[config.mk]
export PLATFORM = sky130hd
export DESIGN_NAME = read_burst_master
export DESIGN_NICKNAME = d
export VERILOG_FILES = /design/src/rtl/read_burst_master.sv
export SDC_FILE = /design/constraint.sdc
export NUM_CORES = 1
export LEC_CHECK = 0
export ABC_AREA = 1
export ABC_CLOCK_PERIOD_IN_PS = 2910
export CAP_MARGIN = 25
export CORE_ASPECT_RATIO = 2
export CORE_MARGIN = 2
export CORE_UTILIZATION = 30
export DETAILED_ROUTE_END_ITERATION = 8
export PLACE_DENSITY = 0.52
export SETUP_SLACK_MARGIN = 0.5
export SYNTH_ARGS = -nofsm -noshare
export SYNTH_HDL_FRONTEND = slang
export SYNTH_SLANG_ARGS = --single-unit
[constraint.sdc]
create_clock -name clk -period 2.91 [get_ports clk]
set_input_delay 0.291 -clock clk [delete_from_list [all_inputs] [get_ports clk]]
set_output_delay 0.291 -clock clk [all_outputs]
set_load 0.05 [all_outputs]
[src/rtl/read_burst_master.sv]
// Word-addressed read burst master with a first-word-fall-through output FIFO.
// Optional abort input enabled by defining READ_BURST_ABORT_EN.
module read_burst_master #(
    parameter int DATA_WIDTH = 32,
    parameter int ADDR_WIDTH = 11,
    parameter int LEN_WIDTH  = 8,
    parameter int FIFO_DEPTH = 4
) (
    input  logic                  clk,
    input  logic                  reset,
    input  logic                  start_i,
    input  logic [ADDR_WIDTH-1:0] base_addr_i,
    input  logic [LEN_WIDTH-1:0]  len_i,
`ifdef READ_BURST_ABORT_EN
    input  logic                  abort_i,
`endif
    output logic                  busy_o,
    output logic                  done_o,
    output logic                  m_req_o,
    output logic [ADDR_WIDTH-1:0] m_addr_o,
    input  logic                  m_gnt_i,
    input  logic                  m_rvalid_i,
    input  logic [DATA_WIDTH-1:0] m_rdata_i,
    output logic [DATA_WIDTH-1:0] dout_o,
    output logic                  dout_valid_o,
    input  logic                  dout_ready_i
);

    localparam int PTR_W = $clog2(FIFO_DEPTH);
    localparam int CNT_W = PTR_W + 1;

    typedef enum logic [1:0] {IDLE, ISSUE, DRAIN} state_t;

    state_t                 state;
    logic [ADDR_WIDTH-1:0]  addr;
    logic [LEN_WIDTH-1:0]   remaining;

    logic [DATA_WIDTH-1:0]  mem [FIFO_DEPTH];
    logic [PTR_W-1:0]       wr_ptr;
    logic [PTR_W-1:0]       rd_ptr;
    logic [CNT_W-1:0]       count;
    logic [CNT_W-1:0]       count_after_pop;

    logic                   abort;
    logic                   push;
    logic                   pop;
    logic                   room;

`ifdef READ_BURST_ABORT_EN
    assign abort = abort_i;
`else
    assign abort = 1'b0;
`endif

    // A same-cycle pop frees a slot, so a full FIFO being drained can still accept a beat.
    always_comb begin
        pop             = dout_valid_o && dout_ready_i;
        count_after_pop = count - {{(CNT_W-1){1'b0}}, pop};
        room            = count_after_pop < CNT_W'(FIFO_DEPTH);
        m_req_o         = (state == ISSUE) && room && !abort;
        push            = m_req_o && m_gnt_i && m_rvalid_i;
    end

    assign busy_o       = (state != IDLE);
    assign m_addr_o     = addr;
    assign dout_valid_o = (count != '0);
    assign dout_o       = dout_valid_o ? mem[rd_ptr] : '0;

    always_ff @(posedge clk or posedge reset) begin
        if (reset) begin
            state     <= IDLE;
            addr      <= '0;
            remaining <= '0;
            done_o    <= 1'b0;
        end else begin
            done_o <= 1'b0;
            case (state)
                IDLE: begin
                    if (start_i) begin
                        addr      <= base_addr_i;
                        remaining <= len_i;
                        if (len_i == '0)
                            done_o <= 1'b1;
                        else
                            state <= ISSUE;
                    end
                end
                ISSUE: begin
                    if (abort) begin
                        state <= DRAIN;
                    end else if (push) begin
                        addr      <= addr + ADDR_WIDTH'(1);
                        remaining <= remaining - LEN_WIDTH'(1);
                        if (remaining == LEN_WIDTH'(1))
                            state <= DRAIN;
                    end
                end
                DRAIN: begin
                    if (count == '0) begin
                        done_o <= 1'b1;
                        state  <= IDLE;
                    end
                end
                default: state <= IDLE;
            endcase
        end
    end

    always_ff @(posedge clk or posedge reset) begin
        if (reset) begin
            wr_ptr <= '0;
            rd_ptr <= '0;
            count  <= '0;
        end else begin
            if (push)
                wr_ptr <= wr_ptr + PTR_W'(1);
            if (pop)
                rd_ptr <= rd_ptr + PTR_W'(1);
            count <= count + {{(CNT_W-1){1'b0}}, push} - {{(CNT_W-1){1'b0}}, pop};
        end
    end

    // Storage carries no reset; dout_o is masked while the FIFO is empty.
    always_ff @(posedge clk) begin
        if (push)
            mem[wr_ptr] <= m_rdata_i;
    end

endmodule

### Yosys cells after proc, flatten, opt, wreduce, memory -nomap -nowiden

Memories as Yosys holds them, arrays and structs flattened.
Cells that the tools add are included.

* div/mod/pow operators: 0
* equal/unequal tests: 8
* add/sub/neg operators: 7
* shifts and indexed selects: 0
* magnitude comparators: 1
* mux-type cells: 19
* reduce and logical (&&, ||, !) cells: 12
* bitwise logic cells: 0
* multiply operators: 0

Operators with widths (count)
* 32-bit 2-to-1 mux: 1
* 11-bit 2-to-1 mux: 2
* 11-bit one-hot mux with 2 select lines: 1
* 8-bit 2-to-1 mux: 2
* 8-bit one-hot mux with 2 select lines: 1
* 11-bit by 1-bit adder with 11-bit output (second input constant): 1
* 2-bit 2-to-1 mux: 5
* 8-bit by 1-bit equality test with 1-bit output (second input constant): 1
* 8-bit zero test: 1
* 2-bit inequality test (second input constant): 4
* 8-bit by 1-bit subtractor with 8-bit output (second input constant): 1
* 2-bit one-hot mux with 3 select lines: 1
* 3-bit by 1-bit subtractor with 3-bit output: 2
* 1-bit 2-to-1 mux: 5
* 5-bit AND reduction: 1
* 2-bit by 1-bit adder with 2-bit output (second input constant): 2
* 1-bit logical AND: 4
* 2-bit nonzero test: 2
* 3-bit by 1-bit adder with 3-bit output: 1
* 3-bit zero test: 1
* 3-bit < comparator (second input constant): 1
* 3-bit AND reduction: 1
* 3-bit nonzero test: 1
* 2-bit by 1-bit equality test with 1-bit output (second input constant): 1
* 4 further kinds: 4

* memories: 1
* bits in registers: 29
* bits of input ports: 57
* bits in latches: 0
* word-level logic and storage cells: 55
* ROM bits: 0
* memory bits (writable): 128
* output and inout port bits: 47

Memories
* mem: depth 4, width 32, read ports 1, clocked after Yosys merged registers in 0, wr ports 1, RTL line 38 `logic [DATA_WIDTH-1:0] mem [FIFO_DEPTH];`

### Longest topological paths before layout

Gate-level depths: netlist of run 1.

* word-level depth: 9
* gate-level depth with buffers: 11
* gate-level depth less buffers: 10

### Least setup slack after synthesis of run 1

Ideal clock, no wire load.

* path kind: register to register
* start point: register count[1]
* end point: memory mem[0][0], enable pin
* arrival: 2230 ps
* cell stages (with the launch flop): 7
* path buffers: 1
* path slack: 258 ps
* path through: dfrtp_1 -> nor2_1 -> nand2_1 -> nand2_1 -> nand3_2 -> buf_6 -> nor2_1

* word-level cells in the longest chain between the ends: 9

Ends and longest elaborated chain
* start, declared: RTL line 41 `logic [CNT_W-1:0] count;`
* start signal, assigned: RTL line 119 `count <= count + {{(CNT_W-1){1'b0}}, push} - {{(CNT_W-1){1'b0}}, pop};`
* 3-bit nonzero test: RTL line 66 `assign dout_valid_o = (count != '0);`
* 1-bit logical AND: RTL line 57 `pop = dout_valid_o && dout_ready_i;`
* 3-bit by 1-bit subtractor with 3-bit output *: RTL line 58 `count_after_pop = count - {{(CNT_W-1){1'b0}}, pop};`
* 3-bit < comparator *: RTL line 59 `room = count_after_pop < CNT_W'(FIFO_DEPTH);`
* 1-bit logical AND *: RTL line 60 `m_req_o = (state == ISSUE) && room && !abort;`
* 1-bit logical AND * (2 in series): RTL line 61 `push = m_req_o && m_gnt_i && m_rvalid_i;`
* 1-bit 2-to-1 mux *: RTL line 125 `if (push)`
* 1-bit 2-to-1 mux (not written as such) *: RTL line 126 `mem[wr_ptr] <= m_rdata_i;`
* end, declared: RTL line 38

Mark *: on every way between the ends. The rest lies on a longest branch, timed or not.

### Final worst setup path of run 1

* start point: register rd_ptr[0]
* end point: output port dout_o[27]

* word-level cells in the longest chain between the ends: 2

Ends and longest elaborated chain
* start, declared: RTL line 40 `logic [PTR_W-1:0] rd_ptr;`
* start signal, assigned: RTL line 118 `rd_ptr <= rd_ptr + PTR_W'(1);`
* memory 4 x 32 bit
* 32-bit 2-to-1 mux: RTL line 67 `assign dout_o = dout_valid_o ? mem[rd_ptr] : '0;`
* end, declared: RTL line 24 `output logic [DATA_WIDTH-1:0] dout_o,`

Every way passes these cells.

==> results of run 1 <==
==> layer usage <==
metal / global-route usage [%] / vias up
li1: - / 2422
met4: 6.831 / 0
met2: 27.91 / 101
met1: 14.29 / 2347
met3: 2.745 / 26
met5: 0 / -
==> logic make-up (layout without fill, tap and decap cells) <==
| family | Yosys count | after routing | synth area share, % |
|---|---|---|---|
| simple gates | 298 | 298 | 17.96 |
| flops | 157 | 157 | 66.33 |
| compound gates | 116 | 116 | 8.772 |
| buf+inv | 67 | 184 | 4.250 |
| fa+ha+maj | 10 | 10 | 1.925 |
| xor+xnor | 6 | 6 | 0.7628 |
==> power by group through the flow <==
stage	clock network (mW)	logic, mW	registers (mW)
3_3_place_gp	0	6.30	3.06
6_report	2.38	6.24	3.02
3_5_place_dp	0	6.34	3.06
2_1_floorplan	0	3.51	3.18
4_1_cts	2.43	6.34	3.02
5_1_grt	2.53	6.71	3.06
==> final cells by class <==
type	count	area share, %
multi-input combinational	430	22.32
inverter	35	1.418
sequential	157	49.34
clock buffer	20	4.714
tap	280	3.782
timing repair buffer	117	16.33
clock inverter	12	2.094
==> final timing paths <==
kind	endpoint	cells after the start	startpoint
min in group clk	m_addr_o[8]	5	base_addr_i[8]
worst min-delay path	m_addr_o[1]	2	reset
worst min register to register	remaining[7]	2	remaining[7]
max in group asynchronous	state[0]	3	reset
worst max register to register	count[2]	8	state[1]
worst max-delay path	dout_o[27]	6	rd_ptr[0]
==> per-stage QoR <==
step	total power [mW]	std cells	utilization [%]	area, sq um
after floorplan	6.685	654	-	6889
after global placement	9.355	1019	38.08	8622
after detailed placement	9.392	1019	38.08	8622
after CTS	11.79	1051	40.87	9253
after global routing	12.30	1051	40.91	9263
final	11.64	1051	40.91	9263
==> cells in the final DEF (no fill, tap or decap), types with 2 or more instances in the layout <==
cell             instances
edfxtp_1               128
nand3_1                 28
dfrtp_1                 28
clkbuf_1                 3
a21oi_1                 32
xor2_1                   5
or2_2                    4
nor2_4                   6
clkinvlp_4               2
clkdlybuf4s50_1         70
buf_4                    9
nand3_2                  3
inv_2                    3
o21ai_0                 77
clkinv_2                 4
clkbuf_16               17
bufinv_16                5
inv_1                   31
nand2_2                  2
buf_12                  36
nor2_1                 142
nor4_1                   2
nand2_1                101
nand4_1                  6
ha_1                     9
o21ai_2                  2
==> state kept, by name, summed over array words and instances (netlist names) <==
signal     count
done_o         1
state          2
rd_ptr         2
mem          128
remaining      8
count          3
wr_ptr         2
m_addr_o      11
==> worst max-delay path: cells and delay by family, from the launching register on <==
family	cells	cell delay, ns
buffers and inverters	2	0.53
AOI/OAI and AO/OA	2	0.52
DFF	1	0.38
and+or+nand+nor	2	0.17
==> key figures, run 1 <==
Floorplan
  • Core area: 22640 sq um
  • Die H: 218.3 um
  • Die width: 111.2 um
  • Initial core utilization: 30.43%
  • Io pins: 104
  • Die footprint: 24270 sq um
  • FP Rows: 78

Power
  • Sequential power share: 25.9%
  • P_int: 6.708 mW
  • Gate power share: 53.7%
  • Clk pwr share: 20.4%
  • Total power per unit cell area: 1256 nW/um^2
  • P_leak: 3.483 nW
  • Sw frac: 42.35%
  • Switch Pwr: 4.928 mW
  • Max VDD drop: 866.4 uV

Routing
  • Vias post-DR: 4896
  • Number of vias per cell: 4.658
  • WL met2: 9.563 mm
  • Avg WL per Cell: 16.00 um
  • Drt first-iter violations: 252
  • Top sig layer: met4
  • Post-Route WL: 16.81 mm
  • Met3 WL post-DR: 487 um
  • Routed Antenna Nets: 0
  • Metal1 wirelength: 6.261 mm
  • Drt drc: 0
  • TritonRoute pass-1 iters: 4

Timing
  • Unrepaired setup endpoints after global routing: false
  • Max_slew headroom: 50.60%
  • Setup WS post-layout: 0.5976 ns
  • Max-slew violations: 0
  • Hold Fails Final Rpt: 0
  • Fin crit period: 2.312 ns
  • Fmax: 432.4 MHz
  • Tcrit/Tclk final: 79.47%
  • Hold slack: 0.3037 ns
  • Setup-failing EPs final: 0
  • Skew final: 0.005743 ns
  • TNS Setup: 0 ns
  • Slew at the pin with the worst max-slew slack: 0.7401 ns

CTS
  • CTS Buf Count: 17
  • Clock Tree Buf Depth: 2
  • CTS Hold Buffers Added: 0
  • Root buffer cell: clkbuf_16
  • H-tree levels: 4
  • Clock Latency Late Sink: 0.42 ns
  • Reg clk slew, reported paths: 0.06 ns
  • TritonCTS Sinks: 157
  • Post-CTS resize count: 0
  • Postcts setup bufs: 0
  • CTS tree: built

Synthesis
  • Avg Cell Area, Syn: 10.53 sq um
  • Netlist cell types: 34
  • Synth top area share: 55.79%
  • Post-synth top cells: 146 x nor2_1, 128 x edfxtp_1, 101 x nand2_1, 77 x o21ai_0, 33 x a21oi_1
  • FF+latch count, synth: 157
  • Ys async rst share: 18.47%
  • Warnings from Yosys: 0
  • Gate Count Post-Synth: 654
  • Mapped cell area: 6889 sq um
  • Top-count cell post-synth: nor2_1
  • Top area cells in the synthesized netlist: edfxtp_1 56%, dfrtp_1 11%, nor2_1 8.0%
  • Number of flops mapped to enable cells by yosys: 128
  • Register area share after synthesis: 66.33%
  • Area leader, netlist: edfxtp_1
  • Main synth FF type: edfxtp_1
  • Syn nets: 721

Critical path
  • Crit path max-delay cell type: a21oi_1
  • Crit Path Max Fanout: 29
  • CP startpoint kind: flip-flop
  • Worst-path cell chain: buf_4, nor2_1, nor2_1, o21ai_0, a21oi_1, buf_12
  • Setup CP Type: reg -> out
  • CP endpoint kind: output pin
  • FF-to-FF setup slack: 0.77 ns
  • CP arrival: 2.02 ns
  • Worst path required time: 2.62 ns
  • Most used cell along the critical path: nor2_1
  • CP max stage delay: 0.43 ns

GRT
  • Initial antenna violation count: 0
  • Global-route wire length before repair: 26.49 mm
  • Gr ovfl total: 0
  • Number of global-route vias before repair: 4924
  • Pin count of the biggest net entering global routing: 65
  • Gr usage total: 14.29%

Outcome
  • Status: finished clean

Layout
  • Syn-to-layout area delta: 34.45%
  • Fill cells: 2181
  • Fin nets: 825
  • Layout cells sized above 1: 12.84%
  • Diodes inserted: 0
  • Multi-input gate area: 2067 sq um
  • Register Area: 4571 sq um

Place
  • Pre-CTS WS: 0.5350 ns
  • DP HPWL: 11.04 mm
  • Final GP Congestion: 0.8159
  • # port buffers: 103

Job
  • Max Cap Violations: 0

Hold path
  • HP Class: in -> async
Power figures use the tool's default switching activity.
==> inputs of run 2 (changes only) <==
--- a/config.mk
+++ b/config.mk
@@ -6,7 +6,7 @@
 export NUM_CORES = 1
 export LEC_CHECK = 0
 export ABC_AREA = 1
-export ABC_CLOCK_PERIOD_IN_PS = 2910
+export ABC_CLOCK_PERIOD_IN_PS = 2300
 export CAP_MARGIN = 25
 export CORE_ASPECT_RATIO = 2
 export CORE_MARGIN = 2
==> constraint.sdc (replaced) <==
create_clock -name clk -period 2.3 [get_ports clk]
set_input_delay 0.23 -clock clk [delete_from_list [all_inputs] [get_ports clk]]
set_output_delay 0.23 -clock clk [all_outputs]
set_load 0.05 [all_outputs]
==> key figures, run 2 (synthesized netlist as in run 1, its figures left out) <==
Layout
  • Syn-to-layout area delta: 40.56%
  • Top reg by flops: mem
  • Diodes inserted: 0 (unchanged)
  • Most frequent cells in the layout: 132 x nor2_1, 128 x edfxtp_1, 100 x nand2_1, 61 x o21ai_0, 56 x clkdlybuf4s50_1
  • Final core utilization: 42.77% (+1.9 points)
  • Max reg flops: 128 (unchanged)
  • Fin nets: 848 (+2.8%)
  • Layout cells sized above 1: 21.79% (+8.9 points)
  • Final instance area: 9683 sq um (+4.5%)
  • Most common cell after layout, fill and taps aside: nor2_1

Hold path
  • HP Class: in -> async

Critical path
  • CP endpoint kind: flip-flop
  • Worst-path cell chain: nor2_2, nand2_1, nand2_2, nand3_2, ha_1, inv_1, ha_2, fa_2, xnor2_2, xor2_1
  • CP arrival: 2.32 ns (+0.30 ns)
  • Crit Path Max Fanout: 3 (-90%)
  • CP max stage delay: 0.45 ns (+0.02 ns)
  • FF-to-FF setup slack: 0.27 ns (-0.50 ns)
  • CP startpoint kind: flip-flop
  • Crit path max-delay cell type: dfrtp_2
  • Setup CP Type: reg -> reg
  • Worst path required time: 2.60 ns (-0.02 ns)

Routing
  • Vias post-DR: 5006 (+2.2%)
  • Drt first-iter violations: 183 (-27%)
  • Drt drc: 0 (unchanged)
  • Number of vias per cell: 4.661 (about the same)
  • Routed Antenna Nets: 0 (unchanged)
  • Avg WL per Cell: 16.65 um (+4.1%)
  • Post-Route WL: 17.89 mm (+6.4%)
  • TritonRoute pass-1 iters: 7 (+3)

Place
  • Final GP Congestion: 0.7794 (-4.5%)
  • Pre-CTS WS: 0.08502 ns (-0.4500 ns)
  • DP HPWL: 11.00 mm (-0.41%)
  • # port buffers: 103 (unchanged)
  • Post-Place Cell Area: 8787 sq um (+1.9%)

GRT
  • Initial antenna violation count: 0 (unchanged)
  • Gr ovfl total: 0 (unchanged)
  • Pin count of the biggest net entering global routing: 45 (-31%)
  • Number of global-route vias before repair: 5064 (+2.8%)
  • Gr usage total: 14.22% (-0.069 points)
  • Global-route wire length before repair: 26.35 mm (-0.52%)

Timing
  • Skew final: 0.01159 ns (+0.005844 ns)
  • TNS Setup: 0 ns (unchanged)
  • Max-slew violations: 0 (unchanged)
  • Max_slew headroom: 64.30% (+14 points)
  • Fin crit period: 2.026 ns
  • Hold Fails Final Rpt: 0 (unchanged)
  • Setup WS post-layout: 0.2738 ns (-0.3238 ns)
  • Tcrit/Tclk final: 88.10%
  • Fmax: 493.5 MHz
  • Unrepaired setup endpoints after global routing: true
  • Setup-failing EPs final: 0 (unchanged)
  • Slew at the pin with the worst max-slew slack: 0.5377 ns (-0.2024 ns)

Floorplan
  • Initial core utilization: 30.43% (unchanged)
  • Io pins: 104 (unchanged)
  • Core area: 22640 sq um (unchanged)
  • Die width: 111.2 um (unchanged)
  • Die footprint: 24270 sq um (unchanged)
  • Die H: 218.3 um (unchanged)
  • FP Rows: 78 (unchanged)

CTS
  • CTS Hold Buffers Added: 0 (unchanged)
  • Clock Tree Buf Depth: 2 (unchanged)
  • H-tree levels: 4 (unchanged)
  • Reg clk slew, reported paths: 0.07 ns (about the same)
  • CTS Buf Count: 17 (unchanged)
  • CTS tree: built
  • Root buffer cell: clkbuf_16
  • TritonCTS Sinks: 157 (unchanged)
  • Clock Latency Late Sink: 0.41 ns (about the same)

Outcome
  • Status: finished clean

Power
  • P_leak: 3.658 nW (+5.0%)
  • Total power per unit cell area: 1586 nW/um^2 (+26%)
  • Max VDD drop: 1161 uV (+34%)

Job
  • Max Cap Violations: 0 (unchanged)
-- run 2: cell count changes in the layout (fill, tap and decap cells not counted), moves of 10 or more --
cell             delta
a21oi_1            -30
a21oi_2            +30
buf_4              +11
clkdlybuf4s50_1    -14
dlygate4sd2_1      +12
nor2_1             -10
o21ai_0            -16
o21ai_1            +15
-- run 2: power breakdown --
| part | internal [mW] | switching [mW] | total, mW |
|---|---|---|---|
| registers | 3.52 | 0.302 | 3.82 |
| logic | 3.69 | 5.26 | 8.95 |
| clock network | 1.49 | 1.11 | 2.59 |
| total | 8.69 | 6.67 | 15.4 |
-- run 2: area by class of cell --
type                    count  area, sq um
inverters                  35        131.4
repair buffers            140         1829
clock inverters            14        117.6
fillers                  2127        12960
clock buffers              18        429.2
multi-input cells         430         2251
flip-flops and latches    157         4574
well taps                 280        350.3
-- run 2: through the flow --
stage	std cells	total power, mW	hold slack (ns)
floorplan	654	8.716	0.3081
global placement	1025	12.15	0.4861
detailed placement	1025	12.21	0.5043
CTS	1062	15.03	0.2489
global route	1074	16.15	0.2901
finish	1074	15.36	0.2305
-- run 2: path summary, 6_finish.rpt --
| kind | start | cells after the start | end |
|---|---|---|---|
| max | count[1] | 10 | count[2] |
| min | reset | 3 | m_addr_o[5] |
| max reg2reg | count[1] | 10 | count[2] |
| min reg2reg | remaining[7] | 2 | remaining[7] |
| max in group asynchronous | reset | 3 | state[1] |
| min in group clk | base_addr_i[6] | 5 | m_addr_o[6] |
-- run 2: what timing repair did --
action | CTS | global route
gates resized for setup | 35 | 44
buffers inserted | 4 | 7
hold endpoints to repair | 0 | 0
pin swaps | 6 | 21
setup endpoints to repair | 49 | 50
cloned | 1 | 5
-- run 2: worst max-delay path, delay by kind of cell (launching register included) --
| family | cells | cell delay (ns) |
|---|---|---|
| fa+ha+maj | 3 | 0.80 |
| flops | 1 | 0.45 |
| buf+inv | 1 | 0.04 |
| simple gates | 4 | 0.33 |
| xor+xnor | 2 | 0.31 |
-- run 2: metal layers --
metal / part of all wire (%) / global-route usage, % / up-vias
met4: 1.9 / 6.626 / 0
met3: 3.4 / 2.413 / 21
met2: 58 / 28.22 / 122
met5: 0 / 0 / -
met1: 37 / 14.12 / 2388
li1: - / - / 2475
